`src/rtl/seg_pkg.sv`:
```
// Shared definitions for the BCD 7-segment display: segment constants,
// the active-low 0-9 code table and the controller state type.
package seg_pkg;

  typedef enum logic [1:0] {
    IDLE = 2'd0,
    CONV = 2'd1,
    SHOW = 2'd2
  } state_t;

  // Segment order is {g,f,e,d,c,b,a}; a segment is lit when its bit is 0.
  localparam logic [6:0] SEG_DASH  = 7'b0111111;
  localparam logic [6:0] SEG_BLANK = 7'b1111111;

  localparam logic [9:0][6:0] SEG_TABLE = {
    7'b0010000,  // 9
    7'b0000000,  // 8
    7'b1111000,  // 7
    7'b0000010,  // 6
    7'b0010010,  // 5
    7'b0011001,  // 4
    7'b0110000,  // 3
    7'b0100100,  // 2
    7'b1111001,  // 1
    7'b1000000   // 0
  };

endpackage

```
`src/rtl/seg_hex_encode.sv`:
```
// One digit of segment encoding: a BCD nibble plus a blank request in,
// an active-low 7-segment code out. Non-decimal nibbles show a dash.
module seg_hex_encode
  import seg_pkg::*;
(
  input  logic [3:0] bcd,
  input  logic       blank,
  output logic [6:0] seg
);

  always_comb begin
    seg = SEG_DASH;
    if (blank) begin
      seg = SEG_BLANK;
    end else begin
      case (bcd)
        4'd0:    seg = SEG_TABLE[0];
        4'd1:    seg = SEG_TABLE[1];
        4'd2:    seg = SEG_TABLE[2];
        4'd3:    seg = SEG_TABLE[3];
        4'd4:    seg = SEG_TABLE[4];
        4'd5:    seg = SEG_TABLE[5];
        4'd6:    seg = SEG_TABLE[6];
        4'd7:    seg = SEG_TABLE[7];
        4'd8:    seg = SEG_TABLE[8];
        4'd9:    seg = SEG_TABLE[9];
        default: seg = SEG_DASH;
      endcase
    end
  end

endmodule

```
`src/rtl/seg_bcd_display.sv`:
```
// Serial double-dabble binary-to-BCD converter driving DIGITS 7-segment digits.
// Define SEG_LEADING_ZERO_BLANK_EN to blank leading zero digits.
module seg_bcd_display
  import seg_pkg::*;
#(
  parameter int DIGITS = 6,
  parameter int BIN_W  = 20
) (
  input  logic                  clk,
  input  logic                  rst,
  input  logic                  in_valid,
  input  logic [BIN_W-1:0]      in_data,
  output logic                  in_ready,
  input  logic                  clear,
  output logic [7*DIGITS-1:0]   hex,
  output logic                  busy,
  output logic                  done,
  output logic                  ovf
);

  localparam int BCD_W = 4 * DIGITS;
  localparam int CNT_W = (BIN_W > 1) ? $clog2(BIN_W) : 1;
  localparam logic [CNT_W-1:0]    LAST_STEP = CNT_W'(BIN_W - 1);
  localparam logic [7*DIGITS-1:0] ALL_DASH  = {DIGITS{SEG_DASH}};

  state_t              state, next_state;
  logic [BIN_W-1:0]    shift_bin;
  logic [BCD_W-1:0]    bcd;
  logic [CNT_W-1:0]    step;
  logic                ovf_sticky;
  logic [7*DIGITS-1:0] hex_reg;
  logic                ovf_reg;
  logic                done_reg;

  logic [BCD_W-1:0]       bcd_adj;
  logic [BCD_W+BIN_W:0]   shifted;
  logic                   carry;
  logic [BCD_W-1:0]       bcd_next;
  logic [BIN_W-1:0]       bin_next;
  logic [DIGITS-1:0]      blank_vec;
  logic [7*DIGITS-1:0]    enc_hex;

  assign in_ready = (state == IDLE);
  assign busy     = (state == CONV) || (state == SHOW);
  assign hex      = hex_reg;
  assign ovf      = ovf_reg;
  assign done     = done_reg;

  always_ff @(posedge clk or posedge rst) begin
    if (rst) begin
      state <= IDLE;
    end else begin
      state <= next_state;
    end
  end

  always_comb begin
    next_state = state;
    if (clear) begin
      next_state = IDLE;
    end else begin
      case (state)
        IDLE:    if (in_valid) next_state = CONV;
        CONV:    if (step == LAST_STEP) next_state = SHOW;
        SHOW:    next_state = IDLE;
        default: next_state = IDLE;
      endcase
    end
  end

  // One double-dabble step: correct each nibble, then shift BCD:binary left.
  always_comb begin
    bcd_adj = bcd;
    for (int k = 0; k < DIGITS; k++) begin
      if (bcd[4*k +: 4] >= 4'd5) begin
        bcd_adj[4*k +: 4] = bcd[4*k +: 4] + 4'd3;
      end
    end
    shifted  = {bcd_adj, shift_bin, 1'b0};
    carry    = shifted[BCD_W+BIN_W];
    bcd_next = shifted[BCD_W+BIN_W-1 -: BCD_W];
    bin_next = shifted[BIN_W-1:0];
  end

`ifdef SEG_LEADING_ZERO_BLANK_EN
  // A digit is blank while every digit from the top down to it is zero.
  always_comb begin
    logic lead_zero;
    blank_vec = '0;
    lead_zero = 1'b1;
    for (int k = DIGITS - 1; k >= 1; k--) begin
      lead_zero    = lead_zero && (bcd[4*k +: 4] == 4'd0);
      blank_vec[k] = lead_zero;
    end
  end
`else
  assign blank_vec = '0;
`endif

  for (genvar k = 0; k < DIGITS; k++) begin : g_enc
    seg_hex_encode u_enc (
      .bcd   (bcd[4*k +: 4]),
      .blank (blank_vec[k]),
      .seg   (enc_hex[7*k +: 7])
    );
  end

  // Clear outranks everything else and leaves the display dashed.
  always_ff @(posedge clk or posedge rst) begin
    if (rst) begin
      shift_bin  <= '0;
      bcd        <= '0;
      step       <= '0;
      ovf_sticky <= 1'b0;
      hex_reg    <= ALL_DASH;
      ovf_reg    <= 1'b0;
      done_reg   <= 1'b0;
    end else begin
      done_reg <= 1'b0;
      if (clear) begin
        shift_bin  <= '0;
        bcd        <= '0;
        step       <= '0;
        ovf_sticky <= 1'b0;
        hex_reg    <= ALL_DASH;
        ovf_reg    <= 1'b0;
      end else begin
        case (state)
          IDLE: begin
            if (in_valid) begin
              shift_bin  <= in_data;
              bcd        <= '0;
              step       <= '0;
              ovf_sticky <= 1'b0;
            end
          end
          CONV: begin
            bcd       <= bcd_next;
            shift_bin <= bin_next;
            step      <= step + 1'b1;
            if (carry) ovf_sticky <= 1'b1;
          end
          SHOW: begin
            hex_reg  <= ovf_sticky ? ALL_DASH : enc_hex;
            ovf_reg  <= ovf_sticky;
            done_reg <= 1'b1;
          end
          default: ;
        endcase
      end
    end
  end

endmodule

```
`config.mk`:
```
export PLATFORM = sky130hd
export DESIGN_NAME = seg_bcd_display
export DESIGN_NICKNAME = d
export VERILOG_FILES = /design/src/rtl/seg_pkg.sv /design/src/rtl/seg_hex_encode.sv /design/src/rtl/seg_bcd_display.sv
export SDC_FILE = /design/constraint.sdc
export NUM_CORES = 1
export LEC_CHECK = 0
export BUFFER_PORTS_ARGS = -buffer_cell sky130_fd_sc_hd__buf_2
export CORE_MARGIN = 3
export CORE_UTILIZATION = 40
export CTS_BUF_LIST = sky130_fd_sc_hd__clkbuf_2
export CTS_CLUSTER_DIAMETER = 50
export DETAILED_ROUTE_END_ITERATION = 12
export HOLD_SLACK_MARGIN = 0.03
export SKIP_LAST_GASP = 1
export SYNTH_ARGS = -nofsm -noshare
export SYNTH_HDL_FRONTEND = slang
export SYNTH_SLANG_ARGS = --single-unit
```
`constraint.sdc`:
```
create_clock -name clk -period 3.5 [get_ports clk]
set_input_delay 0.7 -clock clk [delete_from_list [all_inputs] [get_ports clk]]
set_output_delay 0.7 -clock clk [all_outputs]
set_load 0.02 [all_outputs]
```
==> metrics.txt <==
crit end category flip-flop; drt drc 0; antenna violations before repair 0; Ys Warns 0; synth top area cells dfrtp_1 29%, dfstp_2 18%, ha_1 8.5%; # rows 40; ys flop type dfrtp_1; max_cap viols 0; Slew @ Worst Pin 836.3 ps; Wirelength per Cell 13.94 µm; met1 Use GR 21.87%; crit path from state[1]; vias in the first global route 3857; crit-path max cell delay 530 ps; leakage 2.466 nW; reg2reg start state[1]; CTS root buf clkbuf_2; CTS clk-pin slew, worst paths around 270 ps; CTS buffer count 9; post-synth cell types 36; number of synthesized flops with an enable pin 0; Clock Skew 28.76 ps; diodes inserted 0; RSZ-0062 raised after global routing false; Syn Inst Count 564; dpl hpwl 7698 µm; Final Slew Violations 0; Required @ worst endpoint ~4000 ps; fmax 0.4409 GHz; grt met2 use 24.89%; VDD IR max 0.0002371 V; first-pass GRT wire length ~19000 µm; number of I/O pins 70; Crit Path Max Fanout 36; vias per cell 5.121; DR iter-0 viols 281; status completed; CTS-repair resized insts 0; worst-skew pair later-pin latency 590 ps; largest net degree at the start of global routing 50; Final Hold Fails 0; Vias between 4000 and 5000; Final min period 2268 ps; delay-heaviest family, CP compound AO/OA/AOI/OAI gates; Reg area 2447 µm²; final setup margin 1232 ps; crit path buf inv count 2; Final #Nets 678; commonest cells after routing, fill and taps aside 84 x nand2_1, 77 x nor2_1, 69 x buf_2, 60 x dfrtp_1, 49 x o21ai_0; share of layout cells above drive strength 1 21.15%; port bufs between 60 and 70; GR peak layer met2; count of final setup violators 0; CP Cell Sequence inv_1 > ha_1 > or2_1 > a21oi_4 > buf_4 > nand2_1 > o211ai_1; cts hold-fix bufs 0; Mapped Avg Cell Area 9.175 µm²; sequential share of the synthesized area 47.29%; die area between 10000 and 15000 µm²; # clock sinks between 90 and 100; DIE WIDTH around 120 µm; number of flip-flops in the largest register 42; fillcell total between 1000 and 1500; Area growth syn-to-layout 12.06%; setup_tns 0 ps; met3 usage under 10%; Syn Nets 623; area of the multi-input gates 2480 µm²; crit share post-route roughly 65%; final WL 11040 µm; WP data arrival 2780 ps; post-synthesis async set-or-reset flop share 100.0%; clk buf depth 2; Rel. slew slack 44.18%; Detail Route Antenna Nets 0; worst slack, placed 1128 ps; Crit Path Class reg -> reg; Yosys top cell area share 29.01%; Overall Global Routing Usage 15.83%; synthesized flop and latch total 96; GPL Wtd Cong 0.8163; area of the mapped netlist roughly 5200 µm²; DIE HEIGHT roughly 120 µm; Pre-antenna DRT Iters 4; remaining global-route overflow 0; CTS tree done; Worst setup SP type flip-flop; PD cells 379.3 nW/µm²; Post-CTS Setup Bufs 0; Core Region 12310 µm²; htree depth 3; CP max stage cell a21oi_4; Hold WC Path Type in -> async; commonest non-fill, non-tap cell in the layout nand2_1; Initial Utilization 42.03%; cell taking the most area after synthesis dfrtp_1
-- metrics by stage --
step | area [µm²] | utilization, % | hold WS (ps) | power [mW] | instances
6_report | 5799 | 47.10 | 204.9 | 2.199 | 792
2_1_floorplan | 5175 | - | 441.9 | 1.449 | 564
3_3_place_gp | 5635 | 45.77 | 460.6 | 1.519 | 776
3_5_place_dp | 5635 | 45.77 | 467.4 | 1.528 | 776
5_1_grt | 5799 | 47.10 | 196.4 | 2.320 | 792
4_1_cts | 5799 | 47.10 | 176.1 | 2.236 | 792
-- final cells by class --
| type | count | share of cell area, % |
|---|---|---|
| Clock buffer | 9 | 0.7767 |
| Sequential cell | 96 | 42.20 |
| Clock inverter | 7 | 2.050 |
| Tap cell | 168 | 3.625 |
| Inverter | 25 | 1.640 |
| Timing Repair Buffer | 75 | 6.947 |
| Multi-Input combinational cell | 412 | 42.76 |
-- cells in the mapped netlist, types with 6 or more instances --
| cell type | instances |
|---|---|
| o211ai_1 | 12 |
| a21oi_1 | 45 |
| o21ai_0 | 49 |
| o31ai_1 | 10 |
| a22oi_1 | 9 |
| inv_1 | 25 |
| dfrtp_1 | 60 |
| nor2_1 | 77 |
| ha_1 | 35 |
| dfstp_2 | 36 |
| nand2_1 | 84 |
| xnor2_1 | 6 |
| buf_2 | 15 |
| nand2b_1 | 9 |
| clkbuf_1 | 10 |
| mux2i_1 | 13 |
| o22a_1 | 20 |
| a22o_1 | 10 |
-- worst reg2reg max path, cell delays in order, from the launching register on --
cell and delay (ps):
dfrtp_1 460, inv_1 100, ha_1 230, or2_1 270
a21oi_4 530, buf_4 430, nand2_1 100, o211ai_1 100
-- logic make-up (layout without fill, tap and decap cells) --
logic type | count (synthesis) | in the layout | synth area share, %
XOR/XNOR | 6 | 6 | 1.015
multiplexers | 13 | 13 | 2.514
AND/OR/NAND/NOR | 189 | 189 | 15.40
flip-flops | 96 | 96 | 47.29
adder cells (fa/ha/maj) | 35 | 35 | 8.462
buffers and inverters | 56 | 116 | 4.787
AO/OA/AOI/OAI | 169 | 169 | 20.53
-- report_power, final --
| group | switching, mW | internal [mW] | total [mW] |
|---|---|---|---|
| clock network | 0.387 | 0.308 | 0.695 |
| registers | 0.0371 | 1.17 | 1.21 |
| logic | 0.200 | 0.0940 | 0.294 |
-- final timing paths --
check                           endpoint  slack [ps]  cells after the start
hold reg to reg                  step[4]         510                      1
min in group clk            shift_bin[0]         310                      3
setup reg to reg           shift_bin[12]        1230                      7
hold / removal                    bcd[6]         200                      2
max in group asynchronous        hex[30]        2500                      3
setup / recovery           shift_bin[12]        1230                      7
-- routing by layer --
layer	wire [µm]	share of wire, %
met1	5455	49
met2	4973	45
met3	457	4.1
met4	152	1.4
met5	0	0
No activity file was read; power rests on OpenSTA's default activity.
